### config.mk
export PLATFORM = sky130hd
export DESIGN_NAME = uart_word_assembler
export DESIGN_NICKNAME = d
export VERILOG_FILES = /design/src/rtl/uart_pkg.sv /design/src/rtl/uart_idle_timer.sv /design/src/rtl/uart_word_assembler.sv
export SDC_FILE = /design/constraint.sdc
export NUM_CORES = 1
export LEC_CHECK = 0
export ABC_AREA = 0
export BUFFER_PORTS_ARGS = -buffer_cell sky130_fd_sc_hd__buf_2
export CORE_UTILIZATION = 55
export CTS_CLUSTER_SIZE = 10
export DETAILED_ROUTE_END_ITERATION = 8
export GPL_TIMING_DRIVEN = 0
export PLACE_DENSITY = 0.77
export SETUP_SLACK_MARGIN = 0.4
export SYNTH_ARGS = -nofsm -noshare
export SYNTH_HDL_FRONTEND = slang
export SYNTH_SLANG_ARGS = --single-unit
### constraint.sdc
create_clock -name Clk -period 3.6 [get_ports Clk]
set_input_delay 0.54 -clock Clk [delete_from_list [all_inputs] [get_ports Clk]]
set_output_delay 0.54 -clock Clk [all_outputs]
set_load 0.02 [all_outputs]
### src/rtl/uart_pkg.sv
// Shared definitions for the UART receive and transmit data paths.
// Holds the Baud_Set code constants, the bit-period lookup and a
// constant-foldable clog2 used to size counters from parameters.
package uart_pkg;

  localparam logic [2:0] BAUD_9600   = 3'd0;
  localparam logic [2:0] BAUD_19200  = 3'd1;
  localparam logic [2:0] BAUD_38400  = 3'd2;
  localparam logic [2:0] BAUD_57600  = 3'd3;
  localparam logic [2:0] BAUD_115200 = 3'd4;

  // Bits needed to hold values 0..v-1 (0 for v<=1).
  function automatic int clog2(input int v);
    int r;
    r = 0;
    while ((1 << r) < v) r++;
    return r;
  endfunction

  // Clock cycles per bit, integer-truncated. Unused codes fall back to 115200.
  function automatic int baud_period(input logic [2:0] code, input int clk_freq);
    case (code)
      BAUD_9600:  return clk_freq / 9600;
      BAUD_19200: return clk_freq / 19200;
      BAUD_38400: return clk_freq / 38400;
      BAUD_57600: return clk_freq / 57600;
      default:    return clk_freq / 115200;
    endcase
  endfunction

endpackage

### src/rtl/uart_idle_timer.sv
// Silence timer: counts cycles while run_i is high and clears on clr_i or
// whenever run_i is low. expired_o is a combinational strobe that is high
// once the count has reached limit_i-1, so the owner can act on the edge
// that would otherwise take the count to limit_i.
// Ports:
//   clk_i      clock
//   rst_ni     synchronous active-low reset
//   run_i      count enable (owner is in an active phase)
//   clr_i      restart the count from zero
//   limit_i    expiry length in cycles
//   expired_o  count has reached limit_i-1 while running
module uart_idle_timer #(
  parameter int CNT_W = 17
) (
  input  logic             clk_i,
  input  logic             rst_ni,
  input  logic             run_i,
  input  logic             clr_i,
  input  logic [CNT_W-1:0] limit_i,
  output logic             expired_o
);

  logic [CNT_W-1:0] cnt_q, cnt_d;

  always_comb begin
    cnt_d = cnt_q;
    if (clr_i || !run_i) cnt_d = '0;
    else                 cnt_d = cnt_q + CNT_W'(1);
  end

  always_ff @(posedge clk_i) begin
    if (!rst_ni) cnt_q <= '0;
    else         cnt_q <= cnt_d;
  end

  // Compare cnt+1 >= limit one bit wider: no underflow for a zero limit, and
  // a limit lowered below the current count expires immediately.
  assign expired_o = run_i &&
                     (({1'b0, cnt_q} + (CNT_W+1)'(1)) >= {1'b0, limit_i});

endmodule

### src/rtl/uart_word_assembler.sv
// Collects single received bytes into a DATA_WIDTH-bit word in the chosen
// byte order, pulses Rx_Done for one cycle per completed word and drops a
// partial word after TIMEOUT_BITS bit periods of silence (timeout_flag).
// Ports:
//   Clk           system clock
//   Rst_n         synchronous active-low reset
//   byte_in       received byte, valid when byte_valid is high
//   byte_valid    one-cycle byte strobe
//   Baud_Set      baud code selecting the silence limit
//   data          last completed word, held until the next completion
//   Rx_Done       one-cycle pulse when data updates
//   timeout_flag  one-cycle pulse when a partial word is discarded
//   byte_cnt      bytes held in the current partial word
module uart_word_assembler
  import uart_pkg::*;
#(
  parameter int DATA_WIDTH   = 32,
  parameter int MSB_FIRST    = 0,
  parameter int CLK_FREQ     = 50_000_000,
  parameter int TIMEOUT_BITS = 20
) (
  input  logic                                    Clk,
  input  logic                                    Rst_n,
  input  logic [7:0]                              byte_in,
  input  logic                                    byte_valid,
  input  logic [2:0]                              Baud_Set,
  output logic [DATA_WIDTH-1:0]                   data,
  output logic                                    Rx_Done,
  output logic                                    timeout_flag,
  output logic [clog2(DATA_WIDTH/8+1)-1:0]        byte_cnt
);

  localparam int NBYTES = DATA_WIDTH / 8;
  localparam int CNT_W  = clog2(NBYTES + 1);
  localparam logic [CNT_W-1:0] LAST = CNT_W'(NBYTES - 1);

  // Timer is sized for the slowest rate; faster rates use a shorter limit.
  localparam int LIM_9600   = TIMEOUT_BITS * baud_period(BAUD_9600,   CLK_FREQ);
  localparam int LIM_19200  = TIMEOUT_BITS * baud_period(BAUD_19200,  CLK_FREQ);
  localparam int LIM_38400  = TIMEOUT_BITS * baud_period(BAUD_38400,  CLK_FREQ);
  localparam int LIM_57600  = TIMEOUT_BITS * baud_period(BAUD_57600,  CLK_FREQ);
  localparam int LIM_115200 = TIMEOUT_BITS * baud_period(BAUD_115200, CLK_FREQ);
  localparam int TMR_W      = clog2(LIM_9600 + 1);

  localparam logic ST_IDLE    = 1'b0;
  localparam logic ST_COLLECT = 1'b1;

  logic                  state_q, state_d;
  logic [CNT_W-1:0]      cnt_q, cnt_d;
  logic [DATA_WIDTH-1:0] sh_q, sh_d;
  logic [DATA_WIDTH-1:0] data_q, data_d;
  logic                  done_q, done_d;
  logic                  tmo_q, tmo_d;
  logic [DATA_WIDTH-1:0] sh_shift;
  logic [TMR_W-1:0]      limit;
  logic                  expired;

  always_comb begin
    case (Baud_Set)
      BAUD_9600:  limit = TMR_W'(LIM_9600);
      BAUD_19200: limit = TMR_W'(LIM_19200);
      BAUD_38400: limit = TMR_W'(LIM_38400);
      BAUD_57600: limit = TMR_W'(LIM_57600);
      default:    limit = TMR_W'(LIM_115200);
    endcase
  end

  uart_idle_timer #(
    .CNT_W (TMR_W)
  ) u_idle_timer (
    .clk_i     (Clk),
    .rst_ni    (Rst_n),
    .run_i     (state_q == ST_COLLECT),
    .clr_i     (byte_valid),
    .limit_i   (limit),
    .expired_o (expired)
  );

  // Shift register contents after accepting byte_in this cycle.
  generate
    if (NBYTES == 1) begin : g_single
      assign sh_shift = byte_in;
    end else if (MSB_FIRST != 0) begin : g_msb_first
      assign sh_shift = {sh_q[DATA_WIDTH-9:0], byte_in};
    end else begin : g_lsb_first
      assign sh_shift = {byte_in, sh_q[DATA_WIDTH-1:8]};
    end
  endgenerate

  always_comb begin
    state_d = state_q;
    cnt_d   = cnt_q;
    sh_d    = sh_q;
    data_d  = data_q;
    done_d  = 1'b0;
    tmo_d   = 1'b0;
    // A byte arriving on the expiry cycle takes priority over the timeout.
    if (byte_valid) begin
      if (cnt_q == LAST) begin
        data_d  = sh_shift;
        sh_d    = '0;
        cnt_d   = '0;
        state_d = ST_IDLE;
        done_d  = 1'b1;
      end else begin
        sh_d    = sh_shift;
        cnt_d   = cnt_q + CNT_W'(1);
        state_d = ST_COLLECT;
      end
    end else if (expired) begin
      sh_d    = '0;
      cnt_d   = '0;
      state_d = ST_IDLE;
      tmo_d   = 1'b1;
    end
  end

  always_ff @(posedge Clk) begin
    if (!Rst_n) begin
      state_q <= ST_IDLE;
      cnt_q   <= '0;
      sh_q    <= '0;
      data_q  <= '0;
      done_q  <= 1'b0;
      tmo_q   <= 1'b0;
    end else begin
      state_q <= state_d;
      cnt_q   <= cnt_d;
      sh_q    <= sh_d;
      data_q  <= data_d;
      done_q  <= done_d;
      tmo_q   <= tmo_d;
    end
  end

  assign data         = data_q;
  assign Rx_Done      = done_q;
  assign timeout_flag = tmo_q;
  assign byte_cnt     = cnt_q;

endmodule

[Word-level counts from Yosys, hierarchy flattened]
Cells that the tools add are included.
Widths: inputs -> output; s select.
Cells by class
  mux-type cells: 12
  order comparisons: 1
  add/subtract/negate cells: 3
  equality and inequality tests: 4
  reductions and logical operators: 9
  bitwise gates (word level): 1
Operator list (count)
  $mux 32: 3
  $pmux 17 s4: 1
  $add 17x1->18 const B: 1
  $ge 18x17->1: 1
  $add 17x1->17 const B: 1
  $eq 3x2->1 const B: 3
  $mux 3: 3
  $mux 1: 5
  $reduce_and 2->1: 2
  $reduce_or 2->1: 2
  $add 3x1->3 const B: 1
  $eq 3x1->1 const B: 1
  $logic_not 3->1: 1
  $reduce_bool 2->1: 1
  $logic_and 1x1->1: 1
  $logic_not 1->1: 1
  $logic_or 1x1->1: 1
  $not 1->1: 1
Word-level totals
  input bits: 14
  register bits: 87
  output and inout port bits: 37
  logic and storage cells: 37

[Longest topological paths before layout]
  depth after elaboration: 6
  gate-level depth with buffers: 13
  gate-level depth less buffers: 11

[By module]
A second synthesis with hierarchy kept.
Unflattened totals
  cell total of the unflattened synthesis: 373
  area, all modules: 3478.3 µm²
By module, submodules not included
  uart_word_assembler: area an instance 2257.2 µm², sequential area each 1241.2 µm², times used 1, cells each 233
  uart_idle_timer: area an instance 1221.2 µm², sequential area each 340.3 µm², times used 1, cells each 140

[Worst setup path after synthesis]
OpenSTA, ideal clock, no wires.
  kind: register -> register
  start: register u_idle_timer.cnt_q[3]
  end: register cnt_q[2], in the netlist byte_cnt[2]
  stages on the path, launching flop included: 13
  slack: 972 ps
  buffers on the path: 2
  required time: 3526 ps
  clock period less this slack: 2628 ps
  library setup time: 74 ps
  arrival time: 2554 ps
  path through: dfxtp_1 -> nand4_2 -> nor4_4 -> and3_1 -> xor2_1 -> ha_1 -> nand4_1 -> nor2_1 -> a221oi_1 -> o211ai_2 -> buf_6 -> buf_6 -> a31oi_1
On the way
  word-level cells in the longest chain between the ends: 4
RTL lines
  start: declaration: line uart_idle_timer.sv:23  | logic [CNT_W-1:0] cnt_q, cnt_d;
  start signal: assignment: line uart_idle_timer.sv:33  | else cnt_q <= cnt_d;
  $add 17x1->18: line uart_idle_timer.sv:39  | (({1'b0, cnt_q} + (CNT_W+1)'(1)) >= {1'b0, limit_i});
  $ge 18x17->1: line uart_idle_timer.sv:39
  $logic_and 1x1->1: line uart_idle_timer.sv:38  | assign expired_o = run_i &&
  $reduce_bool 2->1 (no source line)
  end signal: assignment: line uart_word_assembler.sv:128  | cnt_q <= cnt_d;
  end: declaration: line uart_word_assembler.sv:49  | logic [CNT_W-1:0] cnt_q, cnt_d;
Every way passes these cells.
A chain may end at the register's enable or synchronous reset.

[Final worst setup path]
  start: register u_idle_timer.cnt_q[5]
  end: register cnt_q[2], in the netlist byte_cnt[2]
Same word-level chain as after synthesis.

==> results.py <==
metrics = {
    "run_status": {
        "status": "finished, final reports clean",
    },
    "layout": {
        "multi_input_area_sq_mm": 0.00181,
        "mostFrequentLayoutCells": "97 x nand2_1, 77 x dfxtp_1, 50 x buf_2",
        "drive_gt1_share_pct": 17.5,
        "nFillCells": 514,
        "nNetsFinal": 499,
        "diodes": 0,
        "layout_commonest_cell": "nand2_1",
        "final_util_pct": 68.5,
        "syn2layout_area_growth_pct": 17.7,
        "regArea_sq_mm": 0.00158,
    },
    "power_and_ir_drop": {
        "cellLeakagePower_uw": 0.00172,
        "irDropWorstVdd_mv": 0.256,
        "cellPowerDensity_mw_per_mm2": 427,
    },
    "logic_synthesis": {
        "synth-simple-area-share_pct": 20.7,
        "async_reset_ff_share_pct": 0,
        "synth-edff-count": 0,
        "yosys_warnings": 0,
        "synthAdderAreaFrac_pct": 5.71,
        "netlist_instances": 406,
        "synth_top_family_by_area": "simple AND/OR/NAND/NOR gates",
        "ys_ff_latch": 79,
        "syn-num-nets": 436,
        "synth-compound-area-share_pct": 20.2,
        "syn_area_per_cell_sq_um": 8.64,
        "syn-cell-area_sq_mm": 0.00351,
        "ys_seq_area_share_pct": 45.1,
        "yosysUniqueCellTypes": 36,
        "muxShareOfSynthArea_pct": 0.286,
        "synth_ff_type": "dfxtp_1",
        "synth-xor-area-share_pct": 3.75,
    },
    "cts": {
        "cts_max_level": 3,
        "cts_root_buf": "clkbuf_8",
        "clock_latency_ns": 0.34,
        "hold_buffers": 0,
        "clkTransAtPathRegs_ns": 0.08,
        "cts_num_sinks": 79,
        "clock_path_buffers": 2,
        "cts_tree": "done",
        "cts_made_buffers": 9,
    },
    "floorplan": {
        "die_x_um": 81.8,
        "fp.coreArea_sq_mm": 0.00603,
        "num_rows": 28,
        "io_pins": 51,
        "design.die.area_sq_mm": 0.00670,
        "start_util_pct": 58.2,
        "die_height_um": 81.8,
    },
    "hold_path": {
        "whs_path_depth": 3,
        "hold_start": "byte_in[3]",
        "worst_hold_path_type": "in2reg",
    },
    "global_routing": {
        "grt_usage_pct": 25.9,
        "grt_pass1_wl_um": 13200,
        "overflow": 0,
        "antenna_found_initial": 0,
        "grt_start_max_net_pins": 14,
        "first_global_vias": 2821,
    },
    "timing": {
        "finalSetupViolations": 0,
        "setup_tns_ns": 0,
        "finalCritPeriodShare_pct": 83.2,
        "maxSlewViolCount": 0,
        "hold_viol": 0,
        "fmax_mhz": 334,
        "min_period_ns": 3.00,
        "tightestPinTransition_ns": 0.497,
        "slew_headroom_pct": 66.9,
        "rsz0062_at_grt": "no",
        "fin_skew_ns": 0.00965,
    },
    "critical_path": {
        "timing.rr.end": "byte_cnt[2]$_SDFFE_PN0P_",
        "crit_path_cell_trace": "nand4_4, nor4_4, and3_1, xor2_1, ha_1, nand4_1, nor2_1, a221oi_1, o211ai_2, buf_6, buf_6, a31oi_1",
        "critical_path_required_ns": 3.86,
        "cpPeakStageDelay_ns": 0.42,
        "cp_top_family": "simple AND/OR/NAND/NOR gates",
        "critPathLaunchType": "register",
        "worst_path_most_repeated_cell": "buf_6",
        "worstRegToRegCells": 12,
        "worstSetupStartpoint": "u_idle_timer.cnt_q[5]$_SDFF_PP0_",
        "crit_cells": 12,
        "endpoint": "byte_cnt[2]$_SDFFE_PN0P_",
        "ff2ff_setup_slack_ns": 0.60,
        "worstSetupPathType": "reg2reg",
        "end_kind": "register",
        "crit_slowest_cell": "dfxtp_1",
        "cp_data_arrival_time_ns": 3.26,
        "crit_buf_inv": 2,
        "reg2reg_from": "u_idle_timer.cnt_q[5]$_SDFF_PP0_",
        "cp_max_fo": 10,
    },
    "placed_design": {
        "dpl.hpwl_um": 5720,
        "gp_congestion": 0.875,
        "io_buffer_count": 50,
    },
    "drt": {
        "viasPerCell": 5.60,
        "drtAntennaViolNets": 0,
        "drcViolationCount": 0,
        "wl_per_cell_um": 14.5,
        "vias": 3076,
        "dr.pass1.iters": 4,
        "wl_um": 7970,
        "dr.first_iter.drc_count": 183,
    },
    "flow_run": {
        "drv_cap": 0,
    },
}
-- Yosys cell counts (all sizes together) (4+ instances only) --
library cell / n / share of area (%)
inv: 9 / 0.96
nand3: 11 / 1.6
nand4: 4 / 0.89
nand2: 97 / 10
dfxtp: 79 / 45
ha: 16 / 5.7
xor2: 8 / 2.0
o21ai: 29 / 4.1
a21oi: 5 / 0.71
nor2: 12 / 1.3
a21boi: 32 / 6.9
clkbuf: 24 / 2.6
nor2b: 15 / 2.7
and3: 8 / 1.4
xnor2: 7 / 1.7
a32oi: 24 / 6.0
-- cell families (layout without fill, tap and decap cells) --
group / count (synthesis) / after routing
compound gates: 101 / 101
xor+xnor: 15 / 15
fa+ha+maj: 16 / 16
buf+inv: 36 / 104
flops: 79 / 79
mux: 1 / 1
simple gates: 158 / 158
-- routing by layer --
metal	up-vias	track usage (%)	wire, um
met3	10	6.00	384
met4	0	10.0	115
met2	93	41.7	3800
met5	-	0	0
met1	1439	33.3	3670
li1	1534	-	-
-- tightest hold or removal path: stages --
cell	delay, ns
buf_2	0.09
a32oi_1	0.05
o21ai_1	0.06
-- repair_timing --
action                     in CTS  in global routing
setup endpoints to repair       0                 20
resized for setup               0                  8
setup buffers                   0                  2
-- worst min-delay path by stage --
stage                                       end  slack [ns]
2_1_floorplan  u_idle_timer.cnt_q[0]$_SDFF_PP0_        0.42
3_3_place_gp   u_idle_timer.cnt_q[0]$_SDFF_PP0_        0.43
3_5_place_dp   u_idle_timer.cnt_q[0]$_SDFF_PP0_        0.44
4_1_cts                   sh_q[24]$_SDFFE_PN0P_        0.42
5_1_grt                   sh_q[24]$_SDFFE_PN0P_        0.42
6_report                  sh_q[27]$_SDFFE_PN0P_        0.43
-- per-stage QoR --
stage | hold WS [ns] | power [uW] | instance area, sq um | worst slack, ns | cells
after floorplan | 0.418 | 1010 | 3510 | 0.972 | 406
after global routing | 0.417 | 1820 | 4130 | 0.408 | 549
after detailed placement | 0.439 | 1050 | 3850 | 0.527 | 531
after global placement | 0.428 | 1050 | 3850 | 0.651 | 531
after CTS | 0.418 | 1770 | 4070 | 0.509 | 547
final | 0.430 | 1760 | 4130 | 0.604 | 549
-- layout make-up --
class	instances	share of cell area, %
clock inverters	5	1.97
inverters	10	0.910
multi-input cells	291	43.8
flip-flops and latches	79	38.4
clock buffers	11	3.43
repair buffers	52	6.43
plain buffers	26	2.76
well taps	75	2.27
-- flip-flops by register name, summed over array words and instances, names as in the netlist --
register and cells:
Rx_Done 1, byte_cnt 3, data 32, sh_q 24, state_q 1, timeout_flag 1
u_idle_timer.cnt_q 17
-- power breakdown --
group | leakage [uW] | internal, uW | switching, uW
logic | 0.000969 | 41.1 | 71.9
registers | 0.000641 | 897 | 26.6
clock network | 0.000110 | 410 | 317
No activity file was read; power rests on OpenSTA's default activity.
